`src/rtl/result_collector_pkg.sv`:
```
// Shared matrix-multiplier definitions: FP32 word width, elements per 2x2 result
// matrix, element index encoding and the result collector FSM states.
package result_collector_pkg;

  localparam int WORD_W  = 32;
  localparam int ELEMS   = 4;
  localparam int ENTRY_W = WORD_W * ELEMS;

  // Row-major element order of a 2x2 result matrix
  typedef enum logic [1:0] {
    IDX_C00 = 2'd0,
    IDX_C01 = 2'd1,
    IDX_C10 = 2'd2,
    IDX_C11 = 2'd3
  } elem_idx_t;

  typedef enum logic {
    IDLE   = 1'b0,
    STREAM = 1'b1
  } state_t;

endpackage

```
`src/rtl/result_fifo.sv`:
```
// DEPTH x 128-bit synchronous FIFO of whole result matrices. The head entry is
// read combinationally so the collector can mux words out without extra latency.
module result_fifo
  import result_collector_pkg::*;
#(
  parameter int DEPTH = 2
) (
  input  logic                     clk,
  input  logic                     rst_n,
  input  logic                     push,
  input  logic                     pop,
  input  logic [ENTRY_W-1:0]       wr_data,
  output logic [ENTRY_W-1:0]       head,
  output logic [$clog2(DEPTH):0]   count,
  output logic                     drop
);

  localparam int PTR_W = $clog2(DEPTH);
  localparam int CNT_W = PTR_W + 1;

  logic [ENTRY_W-1:0] mem [DEPTH];
  logic [PTR_W-1:0]   wr_ptr_reg;
  logic [PTR_W-1:0]   rd_ptr_reg;
  logic [CNT_W-1:0]   count_reg;
  logic               full;
  logic               wr_en;
  logic               rd_en;

  assign full  = (count_reg == CNT_W'(DEPTH));
  assign rd_en = pop && (count_reg != '0);
  // A pop on the same edge frees the head slot, which is exactly where wr_ptr points when full
  assign wr_en = push && (!full || rd_en);
  assign drop  = push && !wr_en;

  always_ff @(posedge clk) begin
    if (wr_en) begin
      mem[wr_ptr_reg] <= wr_data;
    end
  end

  always_ff @(posedge clk or negedge rst_n) begin
    if (!rst_n) begin
      wr_ptr_reg <= '0;
      rd_ptr_reg <= '0;
      count_reg  <= '0;
    end else begin
      if (wr_en) begin
        wr_ptr_reg <= wr_ptr_reg + PTR_W'(1);
      end
      if (rd_en) begin
        rd_ptr_reg <= rd_ptr_reg + PTR_W'(1);
      end
      case ({wr_en, rd_en})
        2'b10:   count_reg <= count_reg + CNT_W'(1);
        2'b01:   count_reg <= count_reg - CNT_W'(1);
        default: count_reg <= count_reg;
      endcase
    end
  end

  assign head  = mem[rd_ptr_reg];
  assign count = count_reg;

endmodule

```
`src/rtl/result_collector.sv`:
```
// Buffers 2x2 FP32 result matrices from the systolic array and streams them out
// one word per handshake in row-major order, with a sticky overflow flag.
module result_collector
  import result_collector_pkg::*;
#(
  parameter int DEPTH = 2
) (
  input  logic                   clk,
  input  logic                   rst_n,
  input  logic                   valid_op,
  input  logic [31:0]            result_row00,
  input  logic [31:0]            result_row01,
  input  logic [31:0]            result_row10,
  input  logic [31:0]            result_row11,
  input  logic                   m_ready,
  input  logic                   clr_ovf,
  output logic [31:0]            m_data,
  output logic                   m_valid,
  output logic [1:0]             m_idx,
  output logic                   m_last,
  output logic [$clog2(DEPTH):0] count,
  output logic                   overflow
);

  localparam int CNT_W = $clog2(DEPTH) + 1;

  state_t             state_reg;
  logic               valid_reg;
  logic               last_reg;
  logic               ovf_reg;
  elem_idx_t          idx_reg;
  logic               hs;
  logic               pop;
  logic               drop;
  logic [CNT_W-1:0]   fifo_count;
  logic [ENTRY_W-1:0] entry_in;
  logic [ENTRY_W-1:0] head;
  logic [WORD_W-1:0]  words [ELEMS];

  assign entry_in = {result_row11, result_row10, result_row01, result_row00};
  assign hs       = valid_reg && m_ready;
  assign pop      = hs && (idx_reg == IDX_C11);

  result_fifo #(
    .DEPTH(DEPTH)
  ) u_fifo (
    .clk     (clk),
    .rst_n   (rst_n),
    .push    (valid_op),
    .pop     (pop),
    .wr_data (entry_in),
    .head    (head),
    .count   (fifo_count),
    .drop    (drop)
  );

  for (genvar gi = 0; gi < ELEMS; gi++) begin : g_words
    assign words[gi] = head[gi*WORD_W +: WORD_W];
  end

  assign m_data = words[idx_reg];

  always_ff @(posedge clk or negedge rst_n) begin
    if (!rst_n) begin
      state_reg <= IDLE;
      valid_reg <= 1'b0;
      idx_reg   <= IDX_C00;
      last_reg  <= 1'b0;
    end else begin
      case (state_reg)
        IDLE: begin
          if (fifo_count != '0) begin
            state_reg <= STREAM;
            valid_reg <= 1'b1;
            idx_reg   <= IDX_C00;
            last_reg  <= 1'b0;
          end
        end
        STREAM: begin
          if (hs) begin
            if (idx_reg == IDX_C11) begin
              idx_reg  <= IDX_C00;
              last_reg <= 1'b0;
              // A capture coinciding with a pop is always accepted, so it also keeps us streaming
              if ((fifo_count > CNT_W'(1)) || valid_op) begin
                state_reg <= STREAM;
                valid_reg <= 1'b1;
              end else begin
                state_reg <= IDLE;
                valid_reg <= 1'b0;
              end
            end else begin
              idx_reg  <= elem_idx_t'(idx_reg + 2'd1);
              last_reg <= (idx_reg == IDX_C10);
            end
          end
        end
        default: begin
          state_reg <= IDLE;
          valid_reg <= 1'b0;
          idx_reg   <= IDX_C00;
          last_reg  <= 1'b0;
        end
      endcase
    end
  end

  // A dropped capture outranks a clear on the same edge
  always_ff @(posedge clk or negedge rst_n) begin
    if (!rst_n) begin
      ovf_reg <= 1'b0;
    end else if (drop) begin
      ovf_reg <= 1'b1;
    end else if (clr_ovf) begin
      ovf_reg <= 1'b0;
    end
  end

  assign m_valid  = valid_reg;
  assign m_idx    = idx_reg;
  assign m_last   = last_reg;
  assign count    = fifo_count;
  assign overflow = ovf_reg;

endmodule

```
`config.mk`:
```
export PLATFORM = sky130hd
export DESIGN_NAME = result_collector
export DESIGN_NICKNAME = d
export VERILOG_FILES = /design/src/rtl/result_collector_pkg.sv /design/src/rtl/result_fifo.sv /design/src/rtl/result_collector.sv
export SDC_FILE = /design/constraint.sdc
export NUM_CORES = 1
export LEC_CHECK = 0
export BUFFER_PORTS_ARGS = -buffer_cell sky130_fd_sc_hd__buf_2
export CORE_AREA = 2 2 155 232
export DETAILED_ROUTE_END_ITERATION = 10
export DIE_AREA = 0 0 157 234
export HOLD_SLACK_MARGIN = 0.12
export SYNTH_ARGS = -nofsm -noshare
export SYNTH_HDL_FRONTEND = slang
export SYNTH_SLANG_ARGS = --single-unit
```
`constraint.sdc`:
```
create_clock -name clk -period 10.1 [get_ports clk]
set_input_delay 0.505 -clock clk [delete_from_list [all_inputs] [get_ports clk]]
set_output_delay 0.505 -clock clk [all_outputs]
set_load 0.02 [all_outputs]
```
**After elaboration in Yosys (flattened, before gate mapping)**

Memory sizes are Yosys's and may differ from the RTL's.
Index checks and enable logic that the tools add are counted.
W data, S select, Z words.

- Logic and storage cells: 65
- Input bits: 133
- Output and inout port bits: 39
- Flip-flop bits (word level): 10
- Memories: 1
- RAM bits: 256

- Magnitude comparators: 2
- $add $sub $neg: 5
- Multiplexer cells: 25
- Reduce and logical (&&, ||, !) cells: 14
- Equal/unequal tests: 8
- Bitwise operators: 2

Memory list:

| memory | words | width | rd ports | clocked after memory_dff | wr ports | RTL line | RTL |
|---|---|---|---|---|---|---|---|
| u_fifo.mem | 2 | 128 | 1 | 0 | 1 | result_fifo.sv:21 | `logic [ENTRY_W-1:0] mem [DEPTH];` |

Operator list:

| operator | number |
|---|---|
| $bmux W32 S2 | 1 |
| $mux W32 | 2 |
| $mux W1 | 14 |
| $eq A2 B2 Y1 const B | 4 |
| $pmux W2 S2 | 2 |
| $mux W2 | 3 |
| $pmux W1 S2 | 3 |
| $reduce_bool A2 Y1 | 3 |
| $logic_and A1 B1 Y1 | 5 |
| $add A2 B1 Y2 const B | 2 |
| $ne A2 B1 Y1 const B | 2 |
| $ge A3 B3 Y1 const B | 1 |
| $not A2 Y3 | 1 |
| $reduce_and A3 Y1 | 1 |
| $add A1 B1 Y1 const B | 2 |
| $eq A2 B1 Y1 const B | 1 |
| $gt A2 B1 Y1 const B | 1 |
| $logic_not A1 Y1 | 2 |
| $logic_or A1 B1 Y1 | 2 |
| $ne A2 B2 Y1 const B | 1 |
| $reduce_and A2 Y1 | 1 |
| $sub A2 B1 Y2 const B | 1 |
| $not A1 Y1 | 1 |

**Logic depth before layout (Yosys ltp)**

- Depth after elaboration: 8
- Depth in mapped cells: 6
- Depth with buffers taken out: 5

**Modules after synthesis**

A second synthesis with hierarchy kept.

- Cell total of the unflattened synthesis: 487
- Area total of the unflattened synthesis: 10621.4 µm²

Modules (own cells, without submodules):

| module | instances | cells an instance | sequential area each (µm²) | area an instance (µm²) |
|---|---|---|---|---|
| result_fifo | 1 | 416 | 7787.5 | 9492.9 |
| result_collector | 1 | 71 | 150.1 | 1128.6 |

**Worst setup path after synthesis**

OpenSTA, ideal clock, no wires.

- Path kind: flip-flop to flip-flop
- Start point: reg u_fifo.count_reg[0], in the netlist u_fifo.count[0]
- End point: mem u_fifo.mem[0][0] in the netlist's numbering (enable)
- Data required time: 9.468 ns
- Stages on the path, launching flop included: 6
- Slack: 2.375 ns
- Path buffers: 0
- Setup time: 0.632 ns
- Period minus slack after synthesis: 7.725 ns
- Arrival: 7.093 ns
- Path through: dfrtp_1 inv_1 ha_1 nand4b_1 a21oi_1 nor2b_1

- Word-level cells in the longest chain between the ends: 6
- Elaborated cells between the ends (all ways): 8
- Those cells by class: eq/ne (1); mux (2); reduce/logical (5)

Ends and longest elaborated chain:

| element | RTL line | RTL |
|---|---|---|
| from (decl) | result_fifo.sv:24 | `logic [CNT_W-1:0] count_reg;` |
| from (signal assigned) | result_fifo.sv:54 | `2'b10: count_reg <= count_reg + CNT_W'(1);` |
| from (signal assigned) | result_fifo.sv:55 | `2'b01: count_reg <= count_reg - CNT_W'(1);` |
| from (signal assigned) | result_fifo.sv:56 | `default: count_reg <= count_reg;` |
| $eq A2 B2 Y1 or $reduce_bool A2 Y1 (tied branches) | result_fifo.sv:29, result_fifo.sv:30 |  |
| $logic_not A1 Y1 or $logic_and A1 B1 Y1 (tied branches) | result_fifo.sv:32, result_fifo.sv:30 |  |
| $logic_or A1 B1 Y1 (*) | result_fifo.sv:32 | `assign wr_en = push && (!full \|\| rd_en);` |
| $logic_and A1 B1 Y1 (*) | result_fifo.sv:32 |  |
| $mux W1 (*) | result_fifo.sv:36 | `if (wr_en) begin` |
| $mux W1 (implied by the code) (*) | result_fifo.sv:37 | `mem[wr_ptr_reg] <= wr_data;` |
| to (decl) | result_fifo.sv:21 |  |

Every way passes the cells marked *; elsewhere a longest branch is shown, timed or not.

**Final worst setup path**

- Start point: reg idx_reg[0], in the netlist m_idx[0]
- End point: mem u_fifo.mem[0][65] in the netlist's numbering (enable)

- Word-level cells in the longest chain between the ends: 7

Ends and longest elaborated chain:

| element | RTL line | RTL |
|---|---|---|
| from (decl) | result_collector.sv:31 | `elem_idx_t idx_reg;` |
| from (signal assigned) | result_collector.sv:93 | `idx_reg <= elem_idx_t'(idx_reg + 2'd1);` |
| $eq A2 B2 Y1 | result_collector.sv:42 | `assign pop = hs && (idx_reg == IDX_C11);` |
| $logic_and A1 B1 Y1 | result_collector.sv:42 |  |
| $logic_and A1 B1 Y1 | result_fifo.sv:30 | `assign rd_en = pop && (count_reg != '0);` |
| $logic_or A1 B1 Y1 | result_fifo.sv:32 |  |
| $logic_and A1 B1 Y1 | result_fifo.sv:32 |  |
| $mux W1 | result_fifo.sv:36 |  |
| $mux W1 (implied by the code) | result_fifo.sv:37 |  |

No other way between the ends.

==> metrics <==
WL met1=roughly 7.6 mm; Port Buf Inserts=171; post-synthesis sequential area ratio=77.2%; kind of critical path=reg -> reg; Mean Syn Cell Area=~24 µm²; register share of total power=44.6%; post-synthesis cell area=10300 µm²; endpoints failing setup=0; min-delay src=result_row01[3]; terminus of the critical flop-to-flop path=u_fifo.mem[0][65]; Setup Skew=11.2 ps; DR pass1 iterations=4; crit path DAT=4510 ps; DP Area=between 10000 and 15000 µm²; wire per inst=18.0 µm; largest net degree at the start of global routing=between 70 and 80; Final nets=749; Cells after DPL=1053; GP Congestion=0.716; Skew-Pair Late Insertion Delay=530 ps; first-pass GRT wire length=29.5 mm; Initial Utilization=around 30%; Comb power frac=28.9%; final hold viol count=0; Detail Route Antenna Nets=0; Worst VDD drop=slightly below 200 µV; # DRC=0; via count=4823; Max Slew Vio Count=0; Synth Register Bits=between 200 and 300; Non-Filler Instances=1106; vias in the first global route=~5.2k; num rows=84; Hold Path Sink=u_fifo.mem[1][35]; sw power=1100 µW; die height=about 230 µm; hold depth=1; Post-synth EDFFs=256; setup TNS=0 ps; Max Clk Rate=0.229 GHz; Max Root-Sink Buffers=3; hpwl dp=12.3 mm; r2r setup slk=5740 ps; unrepaired setup endpoints after global routing=no; Synthesis Warnings=0; DRT Wirelength=about 20 mm; power per cell area=a little under 300 nW/µm²; WP data required=just over 10000 ps; clk root buf=clkbuf_16; gr usage total=10.7%; Hold Path Class=in -> reg; share of cells above drive strength 1=46.2%; # fillers=3225; number of CTS-inserted buffers=27; async set-reset flop share out of synthesis=3.76%; Int Power=2610 µW; highest metal used=met4; metal3 WL=881 µm; fin crit period=4360 ps; Clock Sinks=~270; antenna violations before repair=3; switching share of power=29.7%; CTS tree=built; P&R area growth vs syn=22.0%; Max-cap violations=0; clock-pin slew on the worst setup and hold paths=60 ps; worst slew pin tran=~1100 ps; Main synth FF type=edfxtp_1; die width=between 150 and 200 µm; Tcrit/Tclk final=approximately 43%; Worst slew margin=28.8%; met2 wire len=10.9 mm; setup repair bufs after CTS=0; CP Capture Type=flop; max reg flops=256; Critical Path Fanout Max=76; grt total ovfl=0; r2r startpoint=m_idx[0]; Post-Syn Nets=560; post-DR vias/cell=between 4 and 5; DRT iter0 DRCs=between 200 and 250; Design Area, Final=12500 µm²; status=finished clean; Clock Power Share=about a quarter; core region area=~35000 µm²; Unique masters post-synth=31; Die Area=approximately 37000 µm²; Synth Instances=422; CTS HTree Levels=1; static leakage power=between 0.004 and 0.005 µW; FF-to-FF path depth=6; startpoint types=flop; # IOs=172
-- power by group through the flow --
stage / clock network [µW] / logic [µW] / registers, µW
after CTS: 1020 / 1110 / 1670
final: 986 / 1070 / 1660
after global routing: 1070 / 1160 / 1690
after global placement: 0 / 1100 / 1680
after detailed placement: 0 / 1100 / 1690
after floorplan: 0 / 858 / 1640
-- per-layer routing --
metal | vias to the layer above | GRT usage [%]
li1 | 2192 | -
met1 | 2483 | 12.0
met2 | 115 | 19.6
met3 | 33 | 1.94
met4 | 0 | 4.67
met5 | - | 0
-- Yosys cell counts (2+ instances only) --
master | instances | share of area (%)
nor2b_1 | 5 | 0.30
mux2_2 | 33 | 3.6
buf_12 | 2 | 0.39
clkbuf_1 | 4 | 0.15
buf_2 | 5 | 0.24
mux2i_1 | 2 | 0.19
edfxtp_1 | 256 | 75
mux4_2 | 39 | 8.5
nand3_1 | 2 | 0.097
buf_1 | 3 | 0.11
buf_6 | 2 | 0.22
nand4b_1 | 2 | 0.17
inv_1 | 5 | 0.18
mux4_1 | 25 | 6.4
dfrtp_1 | 10 | 2.4
nor2_1 | 3 | 0.11
ha_1 | 5 | 0.61
o21ai_0 | 4 | 0.19
buf_8 | 2 | 0.29
xnor2_1 | 2 | 0.17
-- worst max-delay path by stage --
stage                                from                 end  slack [ps]  cells after the start
after CTS                        m_idx[0]    u_fifo.mem[0][7]        5630                      6
after detailed placement         m_idx[0]   u_fifo.mem[0][39]        5660                      6
after global placement           m_idx[0]  u_fifo.mem[0][100]        5730                      6
after global routing             m_idx[0]   u_fifo.mem[0][97]        5380                      6
final                            m_idx[0]   u_fifo.mem[0][65]        5740                      6
after floorplan           u_fifo.count[0]    u_fifo.mem[0][0]        2370                      5
-- cell families (layout without fill, tap and decap cells) --
logic type               Yosys count  count (layout)  share of synthesized area (%)
adder cells (fa/ha/maj)            5               5                          0.609
AND/OR/NAND/NOR                   14              14                          0.779
flip-flops                       266             266                           77.2
other                              0               3                              0
AO/OA/AOI/OAI                     12              12                          0.804
multiplexers                      99              99                           18.7
buffers and inverters             23             231                           1.58
XOR/XNOR                           3               3                          0.256
-- worst max-delay path, stage by stage (launching register included) --
cell      delay [ps]
dfrtp_4         1080
ha_1             340
nand4b_1         330
a21oi_1          400
nor2b_4          200
buf_4            570
buf_4            850
-- placed cells by master (no fill, tap or decap), types with 5 or more instances in the layout --
master,n
mux4_2,39
clkbuf_1,8
ha_1,5
edfxtp_1,256
dfrtp_1,7
clkinv_2,6
mux4_1,25
buf_2,171
mux2_2,33
inv_1,5
clkbuf_16,27
buf_4,5
-- timing repair --
item | CTS | global route
gates resized for setup | 0 | 0
hold buffers | 2 | 0
hold endpoints to repair | 11 | 0
endpoints found under the setup margin | 0 | 0
-- stage by stage --
stage / power (µW) / utilization (%) / hold WS [ps] / setup slack (ps)
after floorplan: 2490 / - / 209 / 2370
after global placement: 2770 / 33.5 / 385 / 5730
after detailed placement: 2790 / 33.5 / 379 / 5660
after CTS: 3790 / 36.0 / 122 / 5630
after global routing: 3920 / 36.0 / 126 / 5380
final: 3710 / 36.0 / 157 / 5740
-- cell type report --
type	instances	area (µm²)	share of cell area, %
repair buffers	178	913	7.28
clock buffers	35	706	5.63
clock inverters	13	166	1.33
diodes	3	7.51	0.0599
flip-flops and latches	266	7950	63.4
inverters	5	18.8	0.150
multi-input cells	133	2190	17.5
well taps	473	592	4.72
No activity file was read; power rests on OpenSTA's default activity.
